### src/rtl/control_unit_pkg.sv
// Shared encodings for the basic-computer control unit: bus sources, ALU ops,
// opcodes, sequence steps and register-reference bit positions.
package control_unit_pkg;

  localparam logic [2:0] BUS_NONE = 3'd0;
  localparam logic [2:0] BUS_AR   = 3'd1;
  localparam logic [2:0] BUS_PC   = 3'd2;
  localparam logic [2:0] BUS_DR   = 3'd3;
  localparam logic [2:0] BUS_AC   = 3'd4;
  localparam logic [2:0] BUS_IR   = 3'd5;
  localparam logic [2:0] BUS_TR   = 3'd6;
  localparam logic [2:0] BUS_MEM  = 3'd7;

  localparam logic [2:0] ALU_AND     = 3'd0;
  localparam logic [2:0] ALU_ADD     = 3'd1;
  localparam logic [2:0] ALU_PASS_DR = 3'd2;
  localparam logic [2:0] ALU_CMA     = 3'd3;
  localparam logic [2:0] ALU_CIR     = 3'd4;
  localparam logic [2:0] ALU_CIL     = 3'd5;
  localparam logic [2:0] ALU_INC     = 3'd6;

  localparam logic [2:0] D0 = 3'd0;
  localparam logic [2:0] D1 = 3'd1;
  localparam logic [2:0] D2 = 3'd2;
  localparam logic [2:0] D3 = 3'd3;
  localparam logic [2:0] D4 = 3'd4;
  localparam logic [2:0] D5 = 3'd5;
  localparam logic [2:0] D6 = 3'd6;
  localparam logic [2:0] D7 = 3'd7;

  localparam int RR_CLA = 11;
  localparam int RR_CLE = 10;
  localparam int RR_CMA = 9;
  localparam int RR_CME = 8;
  localparam int RR_CIR = 7;
  localparam int RR_CIL = 6;
  localparam int RR_INC = 5;
  localparam int RR_SPA = 4;
  localparam int RR_SNA = 3;
  localparam int RR_SZA = 2;
  localparam int RR_SZE = 1;
  localparam int RR_HLT = 0;

  typedef enum logic [2:0] {
    T0 = 3'd0, T1 = 3'd1, T2 = 3'd2, T3 = 3'd3,
    T4 = 3'd4, T5 = 3'd5, T6 = 3'd6
  } step_e;

endpackage

### src/rtl/control_unit_seq_counter.sv
// Instruction step counter: synchronous reset/clear, increment saturating at T6,
// otherwise hold.
module seq_counter (
  input  logic       clk,
  input  logic       reset,
  input  logic       i_clr,
  input  logic       i_inc,
  output logic [2:0] o_t
);

  logic [2:0] r_t;

  always_ff @(posedge clk) begin
    if (reset || i_clr) begin
      r_t <= 3'd0;
    end else if (i_inc && (r_t != 3'd6)) begin
      r_t <= r_t + 3'd1;
    end
  end

  assign o_t = r_t;

endmodule

### src/rtl/control_unit.sv
// Hardwired control unit: decodes step, indirect flag, IR and AC/DR/E flags into
// combinational register/bus/memory strobes; holds in T0 once halted.
module control_unit
  import control_unit_pkg::*;
#(
  parameter int W  = 16,
  parameter int AW = 12
) (
  input  logic         clk,
  input  logic         reset,
  input  logic [W-1:0] IR,
  input  logic         AC_zero,
  input  logic         AC_msb,
  input  logic         DR_zero,
  input  logic         E,
  output logic [2:0]   bus_sel,
  output logic [2:0]   alu_sel,
  output logic         AR_write, AR_increment, AR_clear,
  output logic         PC_write, PC_increment, PC_clear,
  output logic         DR_write, DR_increment, DR_clear,
  output logic         AC_write, AC_increment, AC_clear,
  output logic         TR_write, TR_increment, TR_clear,
  output logic         IR_write,
  output logic         OUTR_write,
  output logic         mem_write,
  output logic         E_clear,
  output logic         E_comp,
  output logic         E_load,
  output logic         halted,
  output logic [2:0]   T
);

  logic          r_i;
  logic          r_s;
  logic [2:0]    w_sc;
  step_e         w_step;
  logic [2:0]    w_d;
  logic [AW-1:0] w_rr;
  logic          w_last;
  logic          w_set_s;
  logic          w_sc_clr;
  logic          w_sc_inc;

  assign w_step   = step_e'(w_sc);
  assign w_d      = IR[W-2:W-4];
  assign w_rr     = IR[AW-1:0];
  assign w_sc_clr = w_last && !r_s;
  assign w_sc_inc = !w_last && !r_s;
  assign T        = w_sc;

  seq_counter u_sc (
    .clk   (clk),
    .reset (reset),
    .i_clr (w_sc_clr),
    .i_inc (w_sc_inc),
    .o_t   (w_sc)
  );

  always_ff @(posedge clk) begin
    if (reset) begin
      r_i <= 1'b0;
      r_s <= 1'b0;
    end else begin
      if (!r_s && (w_step == T2)) r_i <= IR[W-1];
      if (w_set_s) r_s <= 1'b1;
    end
  end

  always_comb begin
    bus_sel = BUS_NONE;
    alu_sel = ALU_AND;
    {AR_write, AR_increment, AR_clear} = 3'b000;
    {PC_write, PC_increment, PC_clear} = 3'b000;
    {DR_write, DR_increment, DR_clear} = 3'b000;
    {AC_write, AC_increment, AC_clear} = 3'b000;
    {TR_write, TR_increment, TR_clear} = 3'b000;
    IR_write   = 1'b0;
    OUTR_write = 1'b0;
    mem_write  = 1'b0;
    E_clear    = 1'b0;
    E_comp     = 1'b0;
    E_load     = 1'b0;
    halted     = 1'b0;
    w_last     = 1'b0;
    w_set_s    = 1'b0;
    if (reset) begin
      PC_clear = 1'b1;
      AC_clear = 1'b1;
      E_clear  = 1'b1;
    end else if (r_s) begin
      halted = 1'b1;
    end else begin
      case (w_step)
        T0: begin bus_sel = BUS_PC;  AR_write = 1'b1; end
        T1: begin bus_sel = BUS_MEM; IR_write = 1'b1; PC_increment = 1'b1; end
        T2: begin bus_sel = BUS_IR;  AR_write = 1'b1; end
        T3: begin
          if (w_d == D7) begin
            w_last = 1'b1;
            // Register-reference: every set IR bit acts in this one cycle.
            if (!r_i) begin
              AC_clear = w_rr[RR_CLA];
              E_clear  = w_rr[RR_CLE];
              E_comp   = w_rr[RR_CME];
              AC_increment = w_rr[RR_INC];
              if (w_rr[RR_CMA]) begin AC_write = 1'b1; alu_sel = ALU_CMA; end
              if (w_rr[RR_CIR]) begin AC_write = 1'b1; alu_sel = ALU_CIR; E_load = 1'b1; end
              if (w_rr[RR_CIL]) begin AC_write = 1'b1; alu_sel = ALU_CIL; E_load = 1'b1; end
              PC_increment = (w_rr[RR_SPA] && !AC_msb && !AC_zero) ||
                             (w_rr[RR_SNA] && AC_msb) ||
                             (w_rr[RR_SZA] && AC_zero) ||
                             (w_rr[RR_SZE] && !E);
              w_set_s = w_rr[RR_HLT];
            end
          end else if (r_i) begin
            bus_sel  = BUS_MEM;
            AR_write = 1'b1;
          end
        end
        T4: begin
          case (w_d)
            D0, D1, D2, D6: begin bus_sel = BUS_MEM; DR_write = 1'b1; end
            D3: begin bus_sel = BUS_AC; mem_write = 1'b1; w_last = 1'b1; end
            D4: begin bus_sel = BUS_AR; PC_write  = 1'b1; w_last = 1'b1; end
            D5: begin bus_sel = BUS_PC; mem_write = 1'b1; AR_increment = 1'b1; end
            default: w_last = 1'b1;
          endcase
        end
        T5: begin
          case (w_d)
            D0: begin AC_write = 1'b1; alu_sel = ALU_AND; w_last = 1'b1; end
            D1: begin AC_write = 1'b1; alu_sel = ALU_ADD; E_load = 1'b1; w_last = 1'b1; end
            D2: begin AC_write = 1'b1; alu_sel = ALU_PASS_DR; w_last = 1'b1; end
            D5: begin bus_sel = BUS_AR; PC_write = 1'b1; w_last = 1'b1; end
            D6: DR_increment = 1'b1;
            default: w_last = 1'b1;
          endcase
        end
        T6: begin
          bus_sel      = BUS_DR;
          mem_write    = 1'b1;
          PC_increment = DR_zero;
          w_last       = 1'b1;
        end
        default: w_last = 1'b1;
      endcase
    end
  end

endmodule

### config.mk
export PLATFORM = sky130hd
export DESIGN_NAME = control_unit
export DESIGN_NICKNAME = d
export VERILOG_FILES = /design/src/rtl/control_unit_pkg.sv /design/src/rtl/control_unit_seq_counter.sv /design/src/rtl/control_unit.sv
export SDC_FILE = /design/constraint.sdc
export NUM_CORES = 1
export LEC_CHECK = 0
export CORE_UTILIZATION = 37
export DETAILED_ROUTE_END_ITERATION = 10
export GPL_ROUTABILITY_DRIVEN = 0
export PLACE_DENSITY = 0.87
export SYNTH_ARGS = -nofsm -noshare
export SYNTH_HDL_FRONTEND = slang
export SYNTH_SLANG_ARGS = --single-unit
### constraint.sdc
create_clock -name clk -period 2.2 [get_ports clk]
set_clock_uncertainty 0.05 [all_clocks]
set_input_delay 0.44 -clock clk [delete_from_list [all_inputs] [get_ports clk]]
set_output_delay 0.44 -clock clk [all_outputs]
set_load 0.05 [all_outputs]
==> results.toml, run 1 <==
[timing]
worstEndpointType = "top-level output"
grt_worst_setup_endpoint = "PC_increment"

[clock_network]
clockRootBuffer = "clkbuf_4"
cts.sinks = 5
clockBufferDepth = 2
numCtsBuffers = 3
cts-htree-levels = 1

[synthesis]
synth_seq_cells = 5
synth.top_cells.by_count = "a21oi_1 (13), nor2_1 (11), nor3_1 (10)"
yosysTopAreaCellShare_pct = 13.0
yosysSeqAreaShare_pct = 11.6
synth_edf_count = 0
syn_area_per_cell_um2 = 7.10
synth_cell_types = 40
yosysMostFrequentCell = "a21oi_1"
yosysTopAreaCell = "ha_1"
synth_area_leaders = "ha_1 (13%), dfxtp_1 (12%), buf_4 (7.8%)"
ys_async_sr_fraction_pct = 0
yosys_warnings = 0
synth_cells = 122
yosys_most_used_dff = "dfxtp_1"
synth_area_um2 = 866

[status]
lastStage = "5_1_grt"
firstError = "[ERROR DPL-0038] Utilization greater than 100%, impossible to legalize"
status = "aborted with a tool error"

[floorplanning]
die_w_um = 50.4
rows = 17
die_h_um = 50.4
io_pins = 53
initial_core_util_pct = 39.1

[placement]
place_area_um2 = 1770
io_buffer_count = 46
dp_hpwl_mm = 2.73

[global_routing]
grt_max_degree = 14
## cells by family after synthesis
logic type | synth area share [%]
xor gates and xnor gates | 1.01
AOI/OAI and AO/OA | 29.9
other | 0.433
DFF | 11.6
and+or+nand+nor | 30.3
buffers and inverters | 13.7
adders and majority gates | 13.0
## per-stage QoR
| stage | setup TNS [ns] | worst slack [ns] | hold slack (ns) | util, % | std cells |
|---|---|---|---|---|---|
| after floorplan | -0.211 | -0.138 | 0.461 | - | 127 |
| after global placement | -4.17 | -0.292 | 0.484 | 80.0 | 207 |
| after detailed placement | -6.23 | -0.406 | 0.500 | 80.0 | 207 |
| after CTS | -0.165 | -0.0412 | 0.505 | 92.9 | 217 |
## what timing repair did
| action | CTS |
|---|---|
| pin swaps | 13 |
| gates resized for setup | 61 |
| buffers inserted | 6 |
| cloned | 0 |
| endpoints found under the setup margin | 19 |
| hold buffers | 0 |
==> run 2: changes to the inputs <==
--- a/config.mk
+++ b/config.mk
@@ -5,10 +5,11 @@
 export SDC_FILE = /design/constraint.sdc
 export NUM_CORES = 1
 export LEC_CHECK = 0
-export CORE_UTILIZATION = 37
+export CORE_AREA = 2 2 63 65
 export DETAILED_ROUTE_END_ITERATION = 10
+export DIE_AREA = 0 0 65 67
 export GPL_ROUTABILITY_DRIVEN = 0
-export PLACE_DENSITY = 0.87
+export PLACE_DENSITY_LB_ADDON = 0.15
 export SYNTH_ARGS = -nofsm -noshare
 export SYNTH_HDL_FRONTEND = slang
 export SYNTH_SLANG_ARGS = --single-unit
==> run 2 against run 1 <==
Net effect:
- the flow now finishes, with violations (negative setup slack)
- area after synthesis unchanged
- synthesized cell count unchanged
==> results.toml, run 2 <==
[floorplanning]
die_w_um = 65
coreArea_um2 = 3610
initial_core_util_pct = 24.0
die-area_um2 = 4360
io_pins = 53
rows = 22
die_h_um = 67

[layout]
utilization_pct = 62.4
layoutNonFillerInstCount = 248
finalNetCount = 232
area_growth_pct = 160
num-fill-cells = 315
drive_gt1_share_pct = 60.5
layout_commonest_cell = "buf_4"
largest_reg_flops = 3
layout_common_cells = "buf_4 (30), buf_12 (23), clkdlybuf4s50_1 (18), a21oi_1 (8)"
fin_area_um2 = 2250
n_antenna_cell = 0

[synthesis]
synth_seq_cells = 5
yosysSeqAreaShare_pct = 11.6
synth_area_um2 = 866
synth_edf_count = 0
syn_area_per_cell_um2 = 7.10
yosysMostFrequentCell = "a21oi_1"
synth_cell_types = 40
synth_cells = 122
yosys_warnings = 0
synth_area_leaders = "ha_1 (13%), dfxtp_1 (12%), buf_4 (7.8%)"
synth.top_cells.by_count = "a21oi_1 (13), nor2_1 (11), nor3_1 (10)"
yosys_most_used_dff = "dfxtp_1"
yosysTopAreaCell = "ha_1"
ys_async_sr_fraction_pct = 0
yosysTopAreaCellShare_pct = 13.0

[drt]
ant_nets = 0
first_pass_iters = 4
routed_wl_mm = 3.58
via_count = 1169
first_iter_violations = 24
via_per_inst = 4.71
drc = 0
wl_per_cell_um = 14.4

[timing]
worst_slew_pin_slew_ns = 0.500
setup_viol = 2
maxSlewHeadroom_pct = 66.6
final_hold_viol_count = 0
finalMaxSlewViolations = 0
fmax_mhz = 450
post-route-min-period_ns = 2.22
period_share_pct = 101
setup_ws_ns = -0.0222
rsz0062_at_grt = "yes"

[power]
internal_power_uw = 886
power.density_nw_per_um2 = 776
swShare_pct = 49.2
clkPwrFrac_pct = 9.8
total_power_uw = 1750
p_switching_uw = 859
seq_power_share_pct = 9.6
leakagePower_uw = 0.000881
peakVddDrop_uv = 825
combPwrFrac_pct = 80.6

[clock_network]
clk_pin_slew_ns = 0.04
clockRootBuffer = "clkbuf_8"
cts_tree = "done"
numCtsBuffers = 3
clk_latency_ns = 0.22
cts.sinks = 5
cts-htree-levels = 1
clockBufferDepth = 2

[status]
violations = "negative setup slack"
status = "finished, violations left"

[critical_path]
ff2ff_path_depth = 7
cpMaxStageDelayCell = "clkdlybuf4s50_1"
worst_ep_required_time_ns = 1.71
critPathCaptureType = "output pin"
crit_chain = "clkdlybuf4s50_1 > or2_4 > buf_6 > nor4_2 > buf_4 > buf_12"
cp_max_fo = 3
start_kind = "primary input"
arrival_ns = 1.73
cpPeakStageDelay_ns = 0.42
reg2reg_slack_ns = 0.49
rr_endpoint = "u_sc.o_t[1]"
path_class = "primary input to output pin"
r2r-start = "u_sc.o_t[0]"

[worst_hold_path]
hold_start = "r_s"
whs_endpoint = "r_s"
whs_path_depth = 2
hp-class = "flip-flop to flip-flop"

[global_routing]
grt_max_degree = 15
first_global_vias = 1165
track_usage_pct = 15.5
grt_pass1_wl_mm = 5.28
antenna_found_initial = 0
grt_overflow = 0

[placement]
io_buffer_count = 46
place_area_um2 = 1860
dp_slack_ns = -0.398
dp_hpwl_mm = 2.62
placed_cells = 236

[flow_run]
cap_violations = 0
## run 2: cells by family after synthesis
logic type      count (synthesis)  synth area share, %
compound gates                 37                 29.9
xor+xnor                        1                 1.01
fa+ha+maj                       9                 13.0
buf+inv                        20                 13.7
flops                           5                 11.6
other cells                     1                0.433
simple gates                   49                 30.3
## run 2: through the flow
stage	hold slack (ns)	setup TNS [ns]
detailed placement	0.459	-5.70
CTS	0.475	-0.170
floorplan	0.461	-0.211
finish	0.470	-0.0224
global placement	0.450	-4.98
global route	0.529	-0.447
## run 2: worst max-delay path by stage
stage                    to  slack (ns)  cells after the start   startpoint
2_1_floorplan     mem_write       -0.14                      4        reset
3_3_place_gp     alu_sel[0]       -0.36                      7       IR[12]
3_5_place_dp   PC_increment       -0.40                      7       IR[12]
4_1_cts        PC_increment       -0.05                      7  u_sc.o_t[1]
5_1_grt           mem_write       -0.06                      6        reset
6_report          mem_write       -0.02                      6        reset
## run 2: layer usage
metal  GRT usage [%]  vias to the layer above  wire length [um]
li1                -                      579                 -
met1            16.5                      560              1400
met2            32.0                       26              2050
met3            1.35                        4                99
met4            3.99                        0                37
met5               0                        -                 0
## run 2: repair_timing
action / CTS / global route
setup endpoints to repair: 19 / 18
resized for setup: 48 / 26
buffers inserted: 3 / 5
hold buffers: 0 / 0
pin swaps: 12 / 15
## run 2: final cells by class
| class | count | area [um2] | share of cell area [%] |
|---|---|---|---|
| multi-input cells | 102 | 1030 | 45.8 |
| clock buffers | 4 | 45.0 | 2.00 |
| repair buffers | 81 | 970 | 43.1 |
| well taps | 48 | 60.1 | 2.67 |
| inverters | 8 | 32.5 | 1.45 |
| flip-flops and latches | 5 | 111 | 4.95 |
## run 2: worst max-delay path: cells and delay by family
| family | cells | cell delay [ns] |
|---|---|---|
| buffers and inverters | 4 | 0.82 |
| and+or+nand+nor | 2 | 0.46 |
## run 2: power by group through the flow
stage | Sequential [uW] | Combinational (uW) | Clock (uW)
finish | 168 | 1410 | 171
global route | 172 | 1490 | 183
CTS | 165 | 1300 | 178
detailed placement | 160 | 1180 | 0
global placement | 159 | 1180 | 0
floorplan | 228 | 660 | 0
Note: power is estimated with default switching activity, not from simulation.
